<file path="src/rtl/neopixel_rx_pkg.sv">
// Shared constants and state encoding for the WS2812 receive-side model.
// The timing defaults are also used by the transmitter bench.
package neopixel_rx_pkg;

    // High pulse of at least this many clk cycles decodes as a 1.
    localparam int T1_MIN_CYCLES   = 10;
    // High pulse longer than this is treated as a protocol error.
    localparam int HIGH_MAX_CYCLES = 24;
    // Continuous low of this length is a latch / resync (50us at 16MHz).
    localparam int RESET_CYCLES    = 800;
    // Width of the pulse/low counters; must hold RESET_CYCLES.
    localparam int CNT_W           = 10;
    // Bits kept by one pixel before it starts forwarding.
    localparam int BITS_PER_PIXEL  = 24;
    // Width of the per-frame bit counter (holds 0..BITS_PER_PIXEL).
    localparam int BIT_CNT_W       = 5;

    typedef enum logic [1:0] {
        ST_SYNC_WAIT = 2'd0,
        ST_IDLE      = 2'd1,
        ST_HIGH      = 2'd2,
        ST_LOW       = 2'd3
    } state_t;

endpackage

</file>
<file path="src/rtl/neopixel_rx_if.sv">
// Pixel-side signal bundle: serial data in/out plus the decoded colour
// and its status strobes. The slave side is the pixel, the master side is
// whatever drives the chain (transmitter or bench).
interface neopixel_rx_if;

    logic        din;
    logic        dout;
    logic [23:0] pixel_grb;
    logic        pixel_valid;
    logic        rx_error;

    modport master (
        output din,
        input  dout,
        input  pixel_grb,
        input  pixel_valid,
        input  rx_error
    );

    modport slave (
        input  din,
        output dout,
        output pixel_grb,
        output pixel_valid,
        output rx_error
    );

endinterface

</file>
<file path="src/rtl/neopixel_rx_sync_2ff.sv">
// Two-flop synchroniser for the asynchronous serial input. Resets to 0 so
// the line reads as idle-low while the pixel is held in reset.
module sync_2ff (
    input  logic i_clk,
    input  logic i_nrst,
    input  logic i_d,
    output logic o_q
);

    logic r_meta;
    logic r_sync;

    // Two register stages; first may go metastable, second is used.
    always_ff @(posedge i_clk) begin
        if (!i_nrst) begin
            r_meta <= 1'b0;
            r_sync <= 1'b0;
        end else begin
            r_meta <= i_d;
            r_sync <= r_meta;
        end
    end

    assign o_q = r_sync;

endmodule

</file>
<file path="src/rtl/neopixel_rx.sv">
// WS2812 receive-side pixel model. Decodes the NRZ stream by measuring
// high-pulse widths, keeps the first 24 bits of a frame as its colour and
// forwards the rest of the frame on dout to the next pixel.
module neopixel_rx #(
    parameter int T1_MIN_CYCLES   = neopixel_rx_pkg::T1_MIN_CYCLES,
    parameter int HIGH_MAX_CYCLES = neopixel_rx_pkg::HIGH_MAX_CYCLES,
    parameter int RESET_CYCLES    = neopixel_rx_pkg::RESET_CYCLES,
    parameter int CNT_W           = neopixel_rx_pkg::CNT_W
) (
    input  logic               i_clk,
    input  logic               i_nrst,
    neopixel_rx_if.slave       bus
);

    import neopixel_rx_pkg::*;

    localparam int BPP = BITS_PER_PIXEL;

    // Sized copies of the thresholds so every compare is width-matched.
    localparam logic [CNT_W-1:0]     L_T1_MIN   = CNT_W'(T1_MIN_CYCLES);
    localparam logic [CNT_W-1:0]     L_HIGH_MAX = CNT_W'(HIGH_MAX_CYCLES);
    localparam logic [CNT_W-1:0]     L_RESET    = CNT_W'(RESET_CYCLES);
    localparam logic [CNT_W-1:0]     L_ONE      = CNT_W'(1);
    localparam logic [BIT_CNT_W-1:0] L_BPP      = BIT_CNT_W'(BPP);
    localparam logic [BIT_CNT_W-1:0] L_BPP_M1   = BIT_CNT_W'(BPP - 1);

    // Synchronised serial input
    logic w_din_s;

    // FSM state
    state_t r_state;
    state_t w_state_nx;

    // Datapath registers and their next values
    logic [CNT_W-1:0]     r_hi_cnt,  w_hi_cnt_nx;
    logic [CNT_W-1:0]     r_lo_cnt,  w_lo_cnt_nx;
    logic [BIT_CNT_W-1:0] r_bit_cnt, w_bit_cnt_nx;
    logic [BPP-1:0]       r_shadow,  w_shadow_nx;
    logic                 r_fwd_en,  w_fwd_en_nx;

    // Event strobes from the FSM
    logic w_latch_ok;
    logic w_err;
    logic w_bit;

    // Incremented counters, shared by several transitions
    logic [CNT_W-1:0] w_hi_inc;
    logic [CNT_W-1:0] w_lo_inc;

    // Registered outputs
    logic           r_dout;
    logic [BPP-1:0] r_pixel_grb;
    logic           r_pixel_valid;
    logic           r_rx_error;

    sync_2ff u_sync (
        .i_clk  (i_clk),
        .i_nrst (i_nrst),
        .i_d    (bus.din),
        .o_q    (w_din_s)
    );

    assign w_hi_inc = r_hi_cnt + 1'b1;
    assign w_lo_inc = r_lo_cnt + 1'b1;
    assign w_bit    = (r_hi_cnt >= L_T1_MIN);

    // State register.
    always_ff @(posedge i_clk) begin
        if (!i_nrst) begin
            r_state <= ST_SYNC_WAIT;
        end else begin
            r_state <= w_state_nx;
        end
    end

    // Next state, counter updates and event strobes.
    always_comb begin
        w_state_nx   = r_state;
        w_hi_cnt_nx  = r_hi_cnt;
        w_lo_cnt_nx  = r_lo_cnt;
        w_bit_cnt_nx = r_bit_cnt;
        w_shadow_nx  = r_shadow;
        w_fwd_en_nx  = r_fwd_en;
        w_latch_ok   = 1'b0;
        w_err        = 1'b0;

        case (r_state)
            // Only start decoding after a full-length low, so a power-up in
            // the middle of a frame cannot mis-align the bit stream.
            ST_SYNC_WAIT: begin
                if (w_din_s) begin
                    w_lo_cnt_nx = '0;
                end else if (w_lo_inc == L_RESET) begin
                    w_lo_cnt_nx = '0;
                    w_state_nx  = ST_IDLE;
                end else begin
                    w_lo_cnt_nx = w_lo_inc;
                end
            end

            ST_IDLE: begin
                if (w_din_s) begin
                    w_hi_cnt_nx = L_ONE;
                    w_state_nx  = ST_HIGH;
                end
            end

            ST_HIGH: begin
                if (w_din_s) begin
                    if (w_hi_inc > L_HIGH_MAX) begin
                        // Over-long high: abandon the frame and resync.
                        w_err        = 1'b1;
                        w_bit_cnt_nx = '0;
                        w_fwd_en_nx  = 1'b0;
                        w_lo_cnt_nx  = '0;
                        w_state_nx   = ST_SYNC_WAIT;
                    end else begin
                        w_hi_cnt_nx = w_hi_inc;
                    end
                end else begin
                    // Falling edge: the pulse width is final, decode it.
                    // Past the first 24 bits the counter saturates and the
                    // bit is only forwarded, not stored.
                    if (r_bit_cnt < L_BPP) begin
                        w_shadow_nx  = {r_shadow[BPP-2:0], w_bit};
                        w_bit_cnt_nx = r_bit_cnt + 1'b1;
                        if (r_bit_cnt == L_BPP_M1) begin
                            w_fwd_en_nx = 1'b1;
                        end
                    end
                    w_lo_cnt_nx = L_ONE;
                    w_state_nx  = ST_LOW;
                end
            end

            ST_LOW: begin
                if (w_din_s) begin
                    w_hi_cnt_nx = L_ONE;
                    w_state_nx  = ST_HIGH;
                end else begin
                    if (r_lo_cnt != '1) begin
                        w_lo_cnt_nx = w_lo_inc;
                    end
                    if (w_lo_inc == L_RESET) begin
                        // Latch: a complete colour updates the pixel, a
                        // partial one is reported and dropped.
                        if (r_bit_cnt == L_BPP) begin
                            w_latch_ok = 1'b1;
                        end else if (r_bit_cnt != '0) begin
                            w_err = 1'b1;
                        end
                        w_bit_cnt_nx = '0;
                        w_fwd_en_nx  = 1'b0;
                        w_state_nx   = ST_IDLE;
                    end
                end
            end

            default: begin
                w_state_nx = ST_SYNC_WAIT;
            end
        endcase
    end

    // Datapath and registered outputs.
    always_ff @(posedge i_clk) begin
        if (!i_nrst) begin
            r_hi_cnt      <= '0;
            r_lo_cnt      <= '0;
            r_bit_cnt     <= '0;
            r_shadow      <= '0;
            r_fwd_en      <= 1'b0;
            r_dout        <= 1'b0;
            r_pixel_grb   <= '0;
            r_pixel_valid <= 1'b0;
            r_rx_error    <= 1'b0;
        end else begin
            r_hi_cnt      <= w_hi_cnt_nx;
            r_lo_cnt      <= w_lo_cnt_nx;
            r_bit_cnt     <= w_bit_cnt_nx;
            r_shadow      <= w_shadow_nx;
            r_fwd_en      <= w_fwd_en_nx;
            // Forwarding uses the current enable, so the pulse that sets it
            // (bit 24) is never passed on.
            r_dout        <= w_din_s & r_fwd_en;
            r_pixel_valid <= w_latch_ok;
            r_rx_error    <= w_err;
            if (w_latch_ok) begin
                r_pixel_grb <= r_shadow;
            end
        end
    end

    assign bus.dout        = r_dout;
    assign bus.pixel_grb   = r_pixel_grb;
    assign bus.pixel_valid = r_pixel_valid;
    assign bus.rx_error    = r_rx_error;

endmodule
</file>
<file path="src/flat_wrapper.sv">
// flat-port wrapper written by rule: the top's interface ports become plain ports
module neopixel_rx_flat import neopixel_rx_pkg::*;
#(
    parameter int T1_MIN_CYCLES   = neopixel_rx_pkg::T1_MIN_CYCLES,
    parameter int HIGH_MAX_CYCLES = neopixel_rx_pkg::HIGH_MAX_CYCLES,
    parameter int RESET_CYCLES    = neopixel_rx_pkg::RESET_CYCLES,
    parameter int CNT_W           = neopixel_rx_pkg::CNT_W
)
  (i_clk, i_nrst, bus_din, bus_dout, bus_pixel_grb, bus_pixel_valid, bus_rx_error);
  neopixel_rx_if bus_i ();
  input  logic i_clk;
  input  logic i_nrst;
  input wire logic [$bits(bus_i.din)-1:0] bus_din;
  output wire logic [$bits(bus_i.dout)-1:0] bus_dout;
  output wire logic [$bits(bus_i.pixel_grb)-1:0] bus_pixel_grb;
  output wire logic [$bits(bus_i.pixel_valid)-1:0] bus_pixel_valid;
  output wire logic [$bits(bus_i.rx_error)-1:0] bus_rx_error;
  assign bus_i.din = bus_din;
  assign bus_dout = bus_i.dout;
  assign bus_pixel_grb = bus_i.pixel_grb;
  assign bus_pixel_valid = bus_i.pixel_valid;
  assign bus_rx_error = bus_i.rx_error;
  neopixel_rx #(.T1_MIN_CYCLES(T1_MIN_CYCLES), .HIGH_MAX_CYCLES(HIGH_MAX_CYCLES), .RESET_CYCLES(RESET_CYCLES), .CNT_W(CNT_W)) u_core (.i_clk(i_clk), .i_nrst(i_nrst), .bus(bus_i));
endmodule
</file>
<file path="config.mk">
export PLATFORM = sky130hd
export DESIGN_NAME = neopixel_rx_flat
export DESIGN_NICKNAME = d
export VERILOG_FILES = /design/src/rtl/neopixel_rx_pkg.sv /design/src/rtl/neopixel_rx_if.sv /design/src/rtl/neopixel_rx_sync_2ff.sv /design/src/rtl/neopixel_rx.sv /design/src/flat_wrapper.sv
export SDC_FILE = /design/constraint.sdc
export NUM_CORES = 1
export LEC_CHECK = 0
export ABC_CLOCK_PERIOD_IN_PS = 3800
export CAP_MARGIN = 20
export CORE_MARGIN = 2
export CORE_UTILIZATION = 40
export CTS_CLUSTER_DIAMETER = 120
export CTS_CLUSTER_SIZE = 25
export DETAILED_ROUTE_END_ITERATION = 12
export HOLD_SLACK_MARGIN = 0.08
export PLACE_DENSITY = 0.59
export SLEW_MARGIN = 15
export SYNTH_ARGS = -nofsm -noshare
export SYNTH_HDL_FRONTEND = slang
export SYNTH_SLANG_ARGS = --single-unit
</file>
<file path="constraint.sdc">
create_clock -name i_clk -period 3.8 [get_ports i_clk]
set_input_delay 0.76 -clock i_clk [delete_from_list [all_inputs] [get_ports i_clk]]
set_output_delay 0.76 -clock i_clk [all_outputs]
set_load 0.01 [all_outputs]
</file>
==> flow_summary_export.csv <==
group,metric,value,unit
sta,setup_tns,0,ns
pwr,switching_share,23.98,%
cts,h-tree-depth,3,
floorplan,die_x,98.93,um
yosys,ys_seq_elements,81,
cts,cts_resized,0,
sta,rsz0062_at_grt,"false",
floorplan,fp-row-count,34,
detailed_routing,ant_nets,0,
global_routing,busiest_layer,"met2",
pwr,clock_power_share,39.6,%
cts,cts_buffers,9,
global_routing,grt_pass1_wl,12.36,mm
global_routing,grt_max_degree,52,
worst_setup_path,end_kind,"flop",
placed_design,gp_congestion,0.8172,
yosys,yosys_warnings,0,
cts,cts_tree,"yes",
sta,finalHoldViolations,0,
detailed_routing,drc_errors,0,
global_routing,met3_usage,3.972,%
cts,post_cts_buffers,0,
pwr,p_switching,0.0003547,W
global_routing,grt_usage,15.44,%
cts,clkTransAtPathRegs,0.08,ns
yosys,avgSynthCellArea,8.879,um2
detailed_routing,wirelength,7.410,mm
yosys,ys_types,58,
job,drv_cap,0,
global_routing,grt_pass1_vias,2570,
sta,fin_skew,0.009117,ns
sta,finalMaxSlewViolations,0,
floorplan,fp.dieArea,9787,um2
sta,tightest_slew,0.8225,ns
yosys,ys_async_sr_fraction,0,%
pwr,power_frac_comb,2.5,%
worst_setup_path,critPathLaunchType,"flop",
global_routing,antenna_found_initial,0,
floorplan,start_util,41.33,%
detailed_routing,vias_per_cell,5.358,
floorplan,core_area,8721,um2
worst_setup_path,worstSetupPathType,"reg2reg",
worst_setup_path,arrival,2.94,ns
detailed_routing,drtIter0Drc,161,
yosys,synth_edf_count,0,
sta,fmax,0.3789,GHz
detailed_routing,wl_per_cell,13.67,um
cts,cts_root_buf,"clkbuf_8",
sta,min_period_over_period,69.45,%
pwr,seqPwrFrac,58.0,%
placed_design,port_buffers,29,
finish,drive_gt1_share,8.065,%
yosys,synthCells,406,
detailed_routing,first_pass_iters,4,
yosys,syn-cell-area,3605,um2
cts,clockBufferDepth,2,
finish,insertedDiodeCount,0,
yosys,synth-seq-area-share,44.98,%
status,status,"finished clean",
pwr,vdd_drop_max,0.1876,mV
worst_setup_path,crit_required,4.10,ns
sta,period_needed,2.639,ns
detailed_routing,via_count,2904,
finish,area_growth,15.06,%
yosys,synth_ff_type,"dfxtp_1",
placed_design,hpwl,4.953,mm
floorplan,io-pin-count,30,
global_routing,grt_overflow,0,
yosys,syn_nets,414,
worst_setup_path,critical_path.max_fanout,9,
sta,setup_viol,0,
cts,cts.sinks,81,
pwr,p_leak,1.430,nW
floorplan,die-height,98.93,um
sta,relSlewSlack,45.17,%
pwr,total_power,0.001479,W
pwr,powerDensity,356.6,nW/um2
finish,final_nets,437,
cts,cts_hold_buf,0,
global_routing,grt.met1_usage,20.64,%
min_path,hold_path.class,"reg2reg",
global_routing,grt_util_met2,24.53,%
cts,clk_latency,0.35,ns
pwr,internal_power,0.001124,W
-- logic make-up after synthesis --
kind of cell	Yosys count	synth area share (%)
muxes	30	8.678
xor gates and xnor gates	3	0.7290
and+or+nand+nor	180	25.41
adders and majority gates	5	1.736
AOI/OAI and AO/OA	78	14.96
buffers and inverters	29	3.506
DFF	81	44.98
-- layout by cell type (no fill, tap or decap), types with 4 or more instances in the layout --
master,netlist,layout
nor3_1,4,4
or4_1,4,4
or3_1,5,5
a31oi_1,4,4
inv_1,8,8
o31ai_1,4,4
dfxtp_1,81,81
a211oi_1,4,4
nand4_1,8,8
nand2_1,65,65
and2_1,10,10
and3_1,5,5
clkdlybuf4s50_1,0,29
ha_1,5,5
clkbuf_8,0,10
a21oi_1,33,33
o21ai_0,6,6
nand3_1,22,22
mux2i_1,29,29
nor2_1,36,36
-- cells in the mapped netlist, drive strengths merged, types with 2 or more instances --
cell type	n	share of area, %
dfxtp	81	45
and3	6	1.1
nand3	23	3.5
nor2b	2	0.35
nor4	5	1.9
a211o	3	0.73
or4	4	0.83
a21oi	33	4.6
o21a	3	0.62
and2	10	1.7
nand3b	3	0.62
nand4	8	1.4
clkbuf	16	1.7
nor3	4	0.56
or2	3	0.52
a21boi	4	0.94
o21ai	6	0.83
mux2i	30	8.7
ha	5	1.7
a21o	3	0.62
o41ai	3	1.1
inv	8	0.83
a211oi	4	0.83
or3	5	0.87
nor2	36	3.7
nand2	65	6.8
buf	4	0.90
o31ai	4	0.83
a31oi	5	1.0
xnor2	2	0.49
-- sequential cells by signal, indices dropped and copies added, names as in the netlist --
name                    flops
u_core.bus.pixel_grb       24
u_core.r_shadow            24
u_core.r_hi_cnt            10
u_core.r_lo_cnt            10
u_core.r_bit_cnt            5
u_core.r_state              2
u_core.bus.dout             1
u_core.bus.pixel_valid      1
u_core.bus.rx_error         1
u_core.r_fwd_en             1
u_core.u_sync.o_q           1
u_core.u_sync.r_meta        1
-- per-stage QoR --
stage	utilization (%)	instances	cell area (um2)	hold slack (ns)	setup WS, ns
2_1_floorplan	-	406	3605	0.4119	1.590
3_3_place_gp	45.41	526	3960	0.4421	1.154
3_5_place_dp	45.41	526	3960	0.4243	1.081
4_1_cts	47.56	542	4148	0.4473	1.137
5_1_grt	47.56	542	4148	0.4599	0.9366
6_report	47.56	542	4148	0.4428	1.161
-- worst paths after layout --
kind                                           start            endpoint  slack [ns]  cells past startpoint
worst max register to register    u_core.r_hi_cnt[1]  u_core.r_lo_cnt[5]        1.16                      7
worst min-delay path            u_core.u_sync.r_meta   u_core.u_sync.o_q        0.44                      1
worst min register to register  u_core.u_sync.r_meta   u_core.u_sync.o_q        0.44                      1
worst max-delay path              u_core.r_hi_cnt[1]  u_core.r_lo_cnt[5]        1.16                      7
-- power groups by stage --
stage | registers [W] | clock network, W | logic (W)
after CTS | 0.000857 | 0.000610 | 0.0000367
final | 0.000857 | 0.000585 | 0.0000364
after global routing | 0.000858 | 0.000639 | 0.0000405
after floorplan | 0.000875 | 0 | 0.0000272
after global placement | 0.000877 | 0 | 0.0000363
after detailed placement | 0.000877 | 0 | 0.0000363
-- layout make-up --
type / count / area (um2)
flip-flops and latches: 81 / 1622
clock inverters: 6 / 50.05
fillers: 845 / 4573
inverters: 9 / 33.78
clock buffers: 10 / 137.6
multi-input cells: 296 / 1857
repair buffers: 32 / 312.8
well taps: 108 / 135.1
-- routing by layer --
layer,routed length (um),part of all wire [%],vias to the layer above
li1,-,-,1488
met1,3529,48,1353
met2,3460,47,55
met3,335,4.5,8
met4,85,1.1,0
met5,0,0,-
-- worst max-delay path: stages (launching register included) --
cell,delay (ns)
dfxtp_1,0.48
ha_1,0.33
nand3_1,0.15
nor2_1,0.15
a31oi_2,0.21
o41ai_2,0.79
and2_1,0.31
a221o_1,0.16
Power figures use the tool's default switching activity.
